### src/rtl/maze_game_ctrl.sv
`default_nettype none
// ============================================================================
// Module      : maze_game_ctrl
// Description : Game-flow sequencer for the maze: level, countdown, outcome.
// Revision    : 1.0 - initial release
// ============================================================================
module maze_game_ctrl #(
    parameter int         NUM_LEVELS  = 2,
    parameter int         LVL_W       = 1,
    parameter logic [3:0] TIME_TENS   = 4'd3,
    parameter logic [3:0] TIME_ONES   = 4'd0,
    parameter int         RESULT_HOLD = 3
) (
    input  logic             clk_in,
    input  logic             rst,
    input  logic             start_pulse,
    input  logic             pause,
    input  logic             win,
    input  logic             tick_1hz,
    output logic [2:0]       state,
    output logic [LVL_W-1:0] level,
    output logic             load_level,
    output logic             move_en,
    output logic [3:0]       time_tens,
    output logic [3:0]       time_ones,
    output logic             time_up,
    output logic [1:0]       disp_mode,
    output logic [3:0]       cleared
);

    localparam int HOLD_W = (RESULT_HOLD > 1) ? $clog2(RESULT_HOLD) : 1;

    localparam logic [HOLD_W-1:0] C_HOLD_LAST  = HOLD_W'(RESULT_HOLD - 1);
    localparam logic [LVL_W-1:0]  C_LEVEL_LAST = LVL_W'(NUM_LEVELS - 1);

    typedef enum logic [2:0] {
        S_IDLE   = 3'd0,
        S_LOAD   = 3'd1,
        S_PLAY   = 3'd2,
        S_PAUSED = 3'd3,
        S_WIN    = 3'd4,
        S_LOSE   = 3'd5,
        S_DONE   = 3'd6
    } state_t;

    state_t            state_q,      state_d;
    logic [LVL_W-1:0]  level_q,      level_d;
    logic [3:0]        tens_q,       tens_d;
    logic [3:0]        ones_q,       ones_d;
    logic [3:0]        cleared_q,    cleared_d;
    logic [HOLD_W-1:0] hold_q,       hold_d;
    logic              load_level_q, load_level_d;
    logic              move_en_q,    move_en_d;
    logic              time_up_q,    time_up_d;
    logic [1:0]        disp_mode_q,  disp_mode_d;

    always_ff @(posedge clk_in) begin
        if (rst) begin
            state_q      <= S_IDLE;
            level_q      <= '0;
            tens_q       <= TIME_TENS;
            ones_q       <= TIME_ONES;
            cleared_q    <= 4'd0;
            hold_q       <= '0;
            load_level_q <= 1'b0;
            move_en_q    <= 1'b0;
            time_up_q    <= 1'b0;
            disp_mode_q  <= 2'd0;
        end else begin
            state_q      <= state_d;
            level_q      <= level_d;
            tens_q       <= tens_d;
            ones_q       <= ones_d;
            cleared_q    <= cleared_d;
            hold_q       <= hold_d;
            load_level_q <= load_level_d;
            move_en_q    <= move_en_d;
            time_up_q    <= time_up_d;
            disp_mode_q  <= disp_mode_d;
        end
    end

    always_comb begin
        state_d   = state_q;
        level_d   = level_q;
        tens_d    = tens_q;
        ones_d    = ones_q;
        cleared_d = cleared_q;
        hold_d    = hold_q;

        case (state_q)
            S_IDLE: begin
                if (start_pulse) state_d = S_LOAD;
            end
            S_LOAD: begin
                state_d = S_PLAY;
            end
            S_PLAY: begin
                // A win on the same tick that would expire the clock still counts.
                if (win) begin
                    state_d = S_WIN;
                    hold_d  = '0;
                    if (cleared_q != 4'hF) cleared_d = cleared_q + 4'd1;
                end else if (pause) begin
                    state_d = S_PAUSED;
                end else if (tick_1hz) begin
                    if (tens_q == 4'd0 && ones_q == 4'd0) begin
                        state_d = S_LOSE;
                    end else if (ones_q == 4'd0) begin
                        ones_d = 4'd9;
                        tens_d = tens_q - 4'd1;
                    end else begin
                        ones_d = ones_q - 4'd1;
                    end
                end
            end
            S_PAUSED: begin
                if (!pause) state_d = S_PLAY;
            end
            S_WIN: begin
                if (tick_1hz) begin
                    if (hold_q == C_HOLD_LAST) begin
                        if (level_q == C_LEVEL_LAST) begin
                            state_d = S_DONE;
                        end else begin
                            level_d = level_q + LVL_W'(1);
                            state_d = S_LOAD;
                        end
                    end else begin
                        hold_d = hold_q + HOLD_W'(1);
                    end
                end
            end
            S_LOSE: begin
                tens_d = 4'd0;
                ones_d = 4'd0;
                if (start_pulse) state_d = S_LOAD;
            end
            S_DONE: begin
                if (start_pulse) begin
                    level_d = '0;
                    state_d = S_LOAD;
                end
            end
            default: begin
                state_d = S_IDLE;
            end
        endcase

        // Reload on entry so the fresh time is already visible during LOAD.
        if (state_d == S_LOAD) begin
            tens_d = TIME_TENS;
            ones_d = TIME_ONES;
        end

        load_level_d = (state_d == S_LOAD);
        move_en_d    = (state_d == S_PLAY);
        time_up_d    = (state_d == S_LOSE);
        case (state_d)
            S_WIN:   disp_mode_d = 2'd1;
            S_LOSE:  disp_mode_d = 2'd2;
            S_DONE:  disp_mode_d = 2'd3;
            default: disp_mode_d = 2'd0;
        endcase
    end

    assign state      = state_q;
    assign level      = level_q;
    assign load_level = load_level_q;
    assign move_en    = move_en_q;
    assign time_tens  = tens_q;
    assign time_ones  = ones_q;
    assign time_up    = time_up_q;
    assign disp_mode  = disp_mode_q;
    assign cleared    = cleared_q;

endmodule
`default_nettype wire

### config.mk
export PLATFORM = sky130hd
export DESIGN_NAME = maze_game_ctrl
export DESIGN_NICKNAME = d
export VERILOG_FILES = /design/src/rtl/maze_game_ctrl.sv
export SDC_FILE = /design/constraint.sdc
export NUM_CORES = 1
export LEC_CHECK = 0
export BUFFER_PORTS_ARGS = -buffer_cell sky130_fd_sc_hd__buf_4
export CAP_MARGIN = 20
export CORE_ASPECT_RATIO = 1.1
export CORE_UTILIZATION = 53
export DETAILED_ROUTE_END_ITERATION = 10
export PLACE_DENSITY = 0.78
export SYNTH_ARGS = -nofsm -noshare
export SYNTH_HDL_FRONTEND = slang
export SYNTH_SLANG_ARGS = --single-unit
export TNS_END_PERCENT = 10
### constraint.sdc
create_clock -name clk_in -period 2 [get_ports clk_in]
set_input_delay 0.2 -clock clk_in [delete_from_list [all_inputs] [get_ports clk_in]]
set_output_delay 0.2 -clock clk_in [all_outputs]
set_load 0.005 [all_outputs]
Word-level counts from Yosys, hierarchy flattened
Index checks and enable logic that the tools add are counted.

Add/sub/neg operators: 5. Eq/ne operators: 23. Multiplexer cells: 32. Reduce and logical (&&, ||, !) cells: 14.

Operators with widths (number): 4-bit 2-to-1 mux (10); 3-bit 2-to-1 mux (9); 2-bit != test, second input constant (10); 3-bit equality test, second input constant (6); 4-bit one-hot mux with 2 select lines (2); 3-bit one-hot mux with 5 select lines (1); 3-bit by 2-bit equality test with 1-bit output, second input constant (3); 4-bit zero test (2); 4-bit AND reduction (2); 4-bit by 1-bit subtractor with 4-bit output, second input constant (2); 3-bit by 1-bit equality test with 1-bit output, second input constant (2); 2-bit 2-to-1 mux (3); 2-bit one-hot mux with 3 select lines (1); 6-bit AND reduction (1); 2-bit nonzero test (3); 5-bit AND reduction (1); 4-bit by 1-bit adder with 4-bit output, second input constant (1); 1-bit 2-to-1 mux (4); 4-bit != test, second input constant (1); 2-bit one-hot mux with 2 select lines (1); 3-bit zero test (1); 3-bit AND reduction (1); 3-bit OR reduction (1); 2-bit by 1-bit adder with 2-bit output, second input constant (1); 5 further kinds (5).

Register bits: 23. Output and inout bits: 21. Logic and storage cells: 84.

Depth between registers and ports, before layout
Gate-level depths: netlist of the first run.

Depth in word-level cells: 9. Gate-level depth with buffers: 7. Gate-level depth less buffers: 7.

Least setup slack after synthesis of the first run
Ideal clock, no wire load.

Path kind: register -> register. Start: reg ones_q[0], in the netlist time_ones[0]. End: reg tens_q[1], in the netlist time_tens[1]. Setup time: 0.122 ns. Data arrival time: 1.690 ns. Required time: 1.878 ns. Setup slack: 0.188 ns. Stages on the path, launching flop included: 8. Cell sequence: dfxtp_1 inv_1 ha_1 nor3b_2 nand2_1 o221ai_2 a41o_4 a221o_1.

Word-level cells in the longest chain between the ends: 9. Elaborated cells between the ends (all ways): 12. Those cells by class: 3 x eq/ne; 5 x mux; 4 x reduce/logical.

RTL lines: start, declared (RTL line 49) `logic [3:0] ones_q, ones_d;`; start signal, assigned (RTL line 73) `ones_q <= ones_d;`; 4-bit zero test (*) (RTL line 107, 109); 1-bit logical AND (RTL line 107) `if (tens_q == 4'd0 && ones_q == 4'd0) begin`; 3-bit 2-to-1 mux (RTL line 107); 3-bit 2-to-1 mux (RTL line 106) `end else if (tick_1hz) begin`; 3-bit 2-to-1 mux (RTL line 104) `end else if (pause) begin`; 3-bit 2-to-1 mux (RTL line 100) `if (win) begin`; 3-bit one-hot mux with 5 select lines (RTL line 91) `case (state_q)`; 3-bit by 1-bit equality test with 1-bit output (RTL line 151) `if (state_d == S_LOAD) begin`; 2-bit OR reduction (no line); end signal, assigned (RTL line 72) `tens_q <= tens_d;`; end, declared (RTL line 48) `logic [3:0] tens_q, tens_d;`.

Mark *: on every way between the ends. The rest lies on a longest branch, timed or not. A chain may end at the register's enable or synchronous reset.

Worst setup path in the final report of the first run
Start: reg tens_q[0], in the netlist time_tens[0]. End: reg tens_q[0], in the netlist time_tens[0].

Word-level cells in the longest chain between the ends: 9. Elaborated cells between the ends (all ways): 18. Those cells by class: 1 x add/sub; 2 x eq/ne; 11 x mux; 4 x reduce/logical.

RTL lines (RTL line): 4-bit zero test (107); 1-bit logical AND (107); 3-bit 2-to-1 mux (107); 3-bit 2-to-1 mux (106); 3-bit 2-to-1 mux (104); 3-bit 2-to-1 mux (100); 3-bit one-hot mux with 5 select lines (91); 3-bit by 1-bit equality test with 1-bit output (151); 2-bit OR reduction (no line).

Parallel ways exist; a longest one is shown, timed or not. The select of a mux whose other input is x is not followed.

==> flow_summary.json, run 1 <==
{
  "crit_arrival_ns": 2.14,
  "final_cell_mix": "buf_4 (35), dfxtp_1 (22), nand2_1 (14)",
  "clock_latency_ns": 0.32,
  "crit_chain": "inv_1, ha_1, nor3b_2, nand2_1, o221ai_2, a41o_4, a221o_1",
  "swShare": 0.296,
  "setup_viol_count_final": 0,
  "dr.first_iter.drc_count": 21,
  "synth_warnings": 0,
  "die_w_um": 49.5,
  "grt_max_degree": 13,
  "synth.distinct_cells": 43,
  "drt-total-wl_um": 3270,
  "clock_sinks": 23,
  "gr-total-overflow": 0,
  "dr.pass1.iters": 4,
  "ys_seq_area_frac": 0.350,
  "grt_usage": 0.252,
  "wl_per_cell_um": 15.0,
  "max_stage_delay_ns": 0.40,
  "ctsHtreeMaxLevel": 1,
  "seq_power_share": 0.538,
  "avgViaCountPerCell": 5.94,
  "slew_headroom": 0.713,
  "die_h_um": 54.2,
  "combPwrFrac": 0.219,
  "rows": 18,
  "ios": 27,
  "cts_tree": "yes",
  "hold_viol": 0,
  "numCtsBuffers": 3,
  "vias": 1296,
  "synth_nets": 165,
  "p_sw_mw": 0.274,
  "layout_commonest_cell": "buf_4",
  "grt_pass1_vias": 1147,
  "netlist_area_mm2": 0.00131,
  "root_buffer": "clkbuf_4",
  "hpwl_um": 2420,
  "dieArea_mm2": 0.00268,
  "postSynthCellCount": 154,
  "post-route-period-util": 0.963,
  "cp_slowest_cell": "dfxtp_1",
  "ir_drop_mv": 0.469,
  "worst_slew_pin_slew_ns": 0.429,
  "ys_async_sr_fraction": 0,
  "syn2layout_area_growth_pct": 25.4,
  "setup.worst_path.class": "reg2reg",
  "antenna-diode-count": 0,
  "place.gp.congestion": 0.943,
  "syn_area_per_cell_um2": 8.53,
  "port_buffers": 26,
  "path_max_fanout": 8,
  "use_met2": 0.475,
  "dpl.cell_count": 213,
  "clkTransAtPathRegs_ns": 0.13,
  "drtAntennaViolNets": 0,
  "synth_ff_type": "dfxtp_1",
  "fp.coreArea_mm2": 0.00230,
  "route.detailed.drc": 0,
  "tns_ns": 0,
  "period_minus_slack_ns": 1.93,
  "internal_power_mw": 0.651,
  "grt_util_met3": 0.0333,
  "fmax_ghz": 0.519,
  "ys_ff_latch": 23,
  "cp-end-kind": "register",
  "fin_nets": 200,
  "clock_path_buffers": 2,
  "use_met1": 0.286,
  "status": "finished clean",
  "hold_class": "in2reg",
  "p_leak_nw": 0.672,
  "synth_edf_count": 0,
  "final_cells": 218,
  "drive_gt1_frac": 0.277,
  "cts_hold_buf": 0,
  "p_per_area_mw_per_mm2": 562,
  "grt_first_pass_wirelength_um": 5060,
  "initial_core_util": 0.572,
  "clkPwrFrac": 0.243,
  "finClkSkew_ns": 0.00690,
  "required_ns": 2.22,
  "critical_path.startpoint_type": "register",
  "cap_violations": 0,
  "timing.final.max_slew_violations": 0,
  "antenna_found_initial": 0,
  "grt-busiest-layer": "met2"
}
-- path summary, 6_finish.rpt --
path                              startpoint            to  slack, ns  cells past startpoint
worst max register to register  time_tens[0]  time_tens[0]       0.07                      7
worst max-delay path            time_tens[0]  time_tens[0]       0.07                      7
worst min register to register     hold_q[0]     hold_q[0]       0.49                      2
worst min-delay path                     rst         level       0.13                      2
-- sequential cells by signal, indices dropped and copies added (netlist names) --
register    count
cleared         4
time_ones       4
time_tens       4
state           3
disp_mode       2
hold_q          2
level           1
load_level      1
move_en         1
time_up         1
-- layout make-up --
cell class                      instances  area [um^2]
Clock buffer                            4         26.3
Fill cell                             193          649
Inverter                                9         33.8
Multi-Input combinational cell        117          826
Sequential cell                        23          462
Tap cell                               30         37.5
Timing Repair Buffer                   35          263
-- power by group through the flow --
stage	clock network (mW)	registers (mW)	logic [mW]
4_1_cts	0.233	0.497	0.193
6_report	0.225	0.498	0.203
3_3_place_gp	0	0.505	0.188
3_5_place_dp	0	0.508	0.191
2_1_floorplan	0	0.499	0.120
5_1_grt	0.249	0.501	0.219
-- timing repair --
item | CTS | global route
setup buffers | 0 | 1
setup endpoints to repair | 0 | 14
resized for setup | 0 | 6
-- worst max-delay path: cells and delay by family (launching register included) --
kind	cells	cell delay, ns
compound gates	3	0.75
simple gates	2	0.31
fa+ha+maj	1	0.24
buf+inv	1	0.11
flops	1	0.40
-- metrics by stage --
step | cell area (um^2) | hold WS (ns) | worst slack (ns) | power (mW) | util
6_report | 1650 | 0.125 | 0.0749 | 0.925 | 0.717
5_1_grt | 1650 | 0.122 | -0.0113 | 0.969 | 0.717
4_1_cts | 1610 | 0.114 | 0.0233 | 0.923 | 0.699
3_5_place_dp | 1580 | 0.475 | 0.0539 | 0.699 | 0.688
3_3_place_gp | 1580 | 0.445 | 0.140 | 0.693 | 0.688
2_1_floorplan | 1310 | 0.403 | 0.188 | 0.619 | -
-- cells by family after synthesis --
kind of cell	share of synthesized area
compound gates	0.212
xor+xnor	0.0267
fa+ha+maj	0.0476
buf+inv	0.0457
flops	0.350
mux	0.0314
simple gates	0.286
-- metal layers --
layer,share of wire,up-vias
li1,-,637
met1,0.42,618
met2,0.52,36
met3,0.041,5
met4,0.014,0
met5,0,-
-- synthesized netlist by cell type, types with 4 or more instances --
cell type | number | share of area
dfxtp_1 | 23 | 0.35
nor3_1 | 7 | 0.027
nor2_1 | 13 | 0.037
ha_1 | 5 | 0.048
inv_1 | 9 | 0.026
o21ai_0 | 5 | 0.019
xor2_1 | 4 | 0.027
a21oi_1 | 11 | 0.042
nand3_1 | 6 | 0.023
nand2_1 | 14 | 0.040
No activity file was read; power rests on OpenSTA's default activity.
==> run 2: changes to the inputs <==
PLACE_DENSITY = 0.74   (was 0.78)
==> run 2 against run 1 <==
Die area unchanged. Global-route usage shrank 1.2 points. Maximum frequency is 2.1% higher.
==> flow_summary.json, run 2 (synthesis gave the netlist of run 1 again) <==
{
  "seq_power_share": 0.545,
  "wl_per_cell_um": 14.1,
  "antenna-diode-count": 0,
  "root_buffer": "clkbuf_4",
  "ios": 27,
  "dpl.cell_count": 212,
  "hpwl_um": 2350,
  "swShare": 0.282,
  "final_cell_mix": "buf_4 (35), dfxtp_1 (20), nand2_1 (14)",
  "grt_max_degree": 13,
  "cp_slowest_cell": "a221oi_2",
  "max_stage_delay_ns": 0.40,
  "port_buffers": 26,
  "p_leak_nw": 0.671,
  "cap_violations": 0,
  "drtAntennaViolNets": 0,
  "drt-total-wl_um": 3070,
  "grt_first_pass_wirelength_um": 4800,
  "internal_power_mw": 0.650,
  "power.total_mw": 0.905,
  "status": "finished clean",
  "dieArea_mm2": 0.00268,
  "antenna_found_initial": 0,
  "place.gp.congestion": 0.923,
  "p_sw_mw": 0.255,
  "ir_drop_mv": 0.472,
  "route.detailed.drc": 0,
  "initial_core_util": 0.572,
  "use_met1": 0.289,
  "cp-end-kind": "register",
  "required_ns": 2.25,
  "path_max_fanout": 5,
  "gr-total-overflow": 0,
  "grt_util_met3": 0.0333,
  "timing.final.max_slew_violations": 0,
  "rows": 18,
  "final_cells": 218,
  "clock_latency_ns": 0.31,
  "syn2layout_area_growth_pct": 25.3,
  "fin_nets": 200,
  "vias": 1296,
  "clkPwrFrac": 0.234,
  "fmax_ghz": 0.530,
  "dr.first_iter.drc_count": 43,
  "clkTransAtPathRegs_ns": 0.12,
  "grt_usage": 0.240,
  "die_w_um": 49.5,
  "numCtsBuffers": 3,
  "hold_class": "in2reg",
  "grt_pass1_vias": 1108,
  "clock_path_buffers": 2,
  "use_met2": 0.443,
  "clock_sinks": 23,
  "crit_arrival_ns": 2.14,
  "slew_headroom": 0.750,
  "hold_viol": 0,
  "layout_commonest_cell": "buf_4",
  "period_minus_slack_ns": 1.89,
  "critical_path.startpoint_type": "register",
  "cts_tree": "yes",
  "drive_gt1_frac": 0.293,
  "setup.worst_path.class": "reg2reg",
  "fp.coreArea_mm2": 0.00230,
  "p_per_area_mw_per_mm2": 550,
  "setup_viol_count_final": 0,
  "finClkSkew_ns": 0.00361,
  "grt_setup_unrepaired": "no",
  "ctsHtreeMaxLevel": 1,
  "worst_slew_pin_slew_ns": 0.373,
  "grt-busiest-layer": "met2",
  "die_h_um": 54.2,
  "avgViaCountPerCell": 5.94,
  "post-route-period-util": 0.943,
  "combPwrFrac": 0.221,
  "dr.pass1.iters": 4,
  "crit_chain": "inv_1, ha_2, nor3b_4, a41oi_2, a221oi_2, nand3_1, nor2b_1"
}
run 2: path summary, 6_finish.rpt:
path | start | end | depth (start not counted) | slack (ns)
max | time_ones[1] | time_up | 7 | 0.11
min | rst | state[1] | 2 | 0.15
max reg2reg | time_ones[1] | time_up | 7 | 0.11
min reg2reg | hold_q[0] | hold_q[0] | 2 | 0.46
run 2: routing by layer:
metal,vias to the layer above,wire (um)
met3,5,125
li1,641,-
met1,614,1360
met5,-,0
met2,36,1550
met4,0,36
run 2: area by class of cell:
| cell class | count | area (um^2) |
|---|---|---|
| repair buffers | 35 | 263 |
| clock buffers | 4 | 26.3 |
| flip-flops and latches | 23 | 464 |
| multi-input cells | 117 | 822 |
| fillers | 209 | 651 |
| well taps | 30 | 37.5 |
| inverters | 9 | 33.8 |
run 2: power by group through the flow:
stage	sequential, mW	combinational [mW]	clock [mW]
after detailed placement	0.503	0.192	0
after global placement	0.502	0.188	0
after floorplan	0.499	0.120	0
final	0.493	0.200	0.211
after global routing	0.496	0.220	0.234
after CTS	0.493	0.197	0.219
run 2: stage by stage:
| step | TNS, ns | setup WS, ns | hold WS, ns | instance area [um^2] | utilization |
|---|---|---|---|---|---|
| after global placement | 0 | 0.143 | 0.448 | 1570 | 0.685 |
| after detailed placement | -0.0453 | -0.0453 | 0.452 | 1570 | 0.685 |
| after CTS | 0 | 0.00160 | 0.137 | 1610 | 0.699 |
| after floorplan | 0 | 0.188 | 0.403 | 1310 | - |
| final | 0 | 0.114 | 0.146 | 1650 | 0.717 |
| after global routing | 0 | 0.00145 | 0.145 | 1650 | 0.717 |
run 2: worst max-delay path: cells and delay by family (launching register included):
family | cells | cell delay (ns)
compound gates | 2 | 0.58
fa+ha+maj | 1 | 0.21
flops | 1 | 0.36
simple gates | 3 | 0.58
buf+inv | 1 | 0.07
run 2: timing repair:
action / in CTS / in global routing
buffers inserted: 1 / 1
setup endpoints to repair: 3 / 12
resized for setup: 0 / 9
pin swaps: 1 / 2
hold buffers: 0 / 0
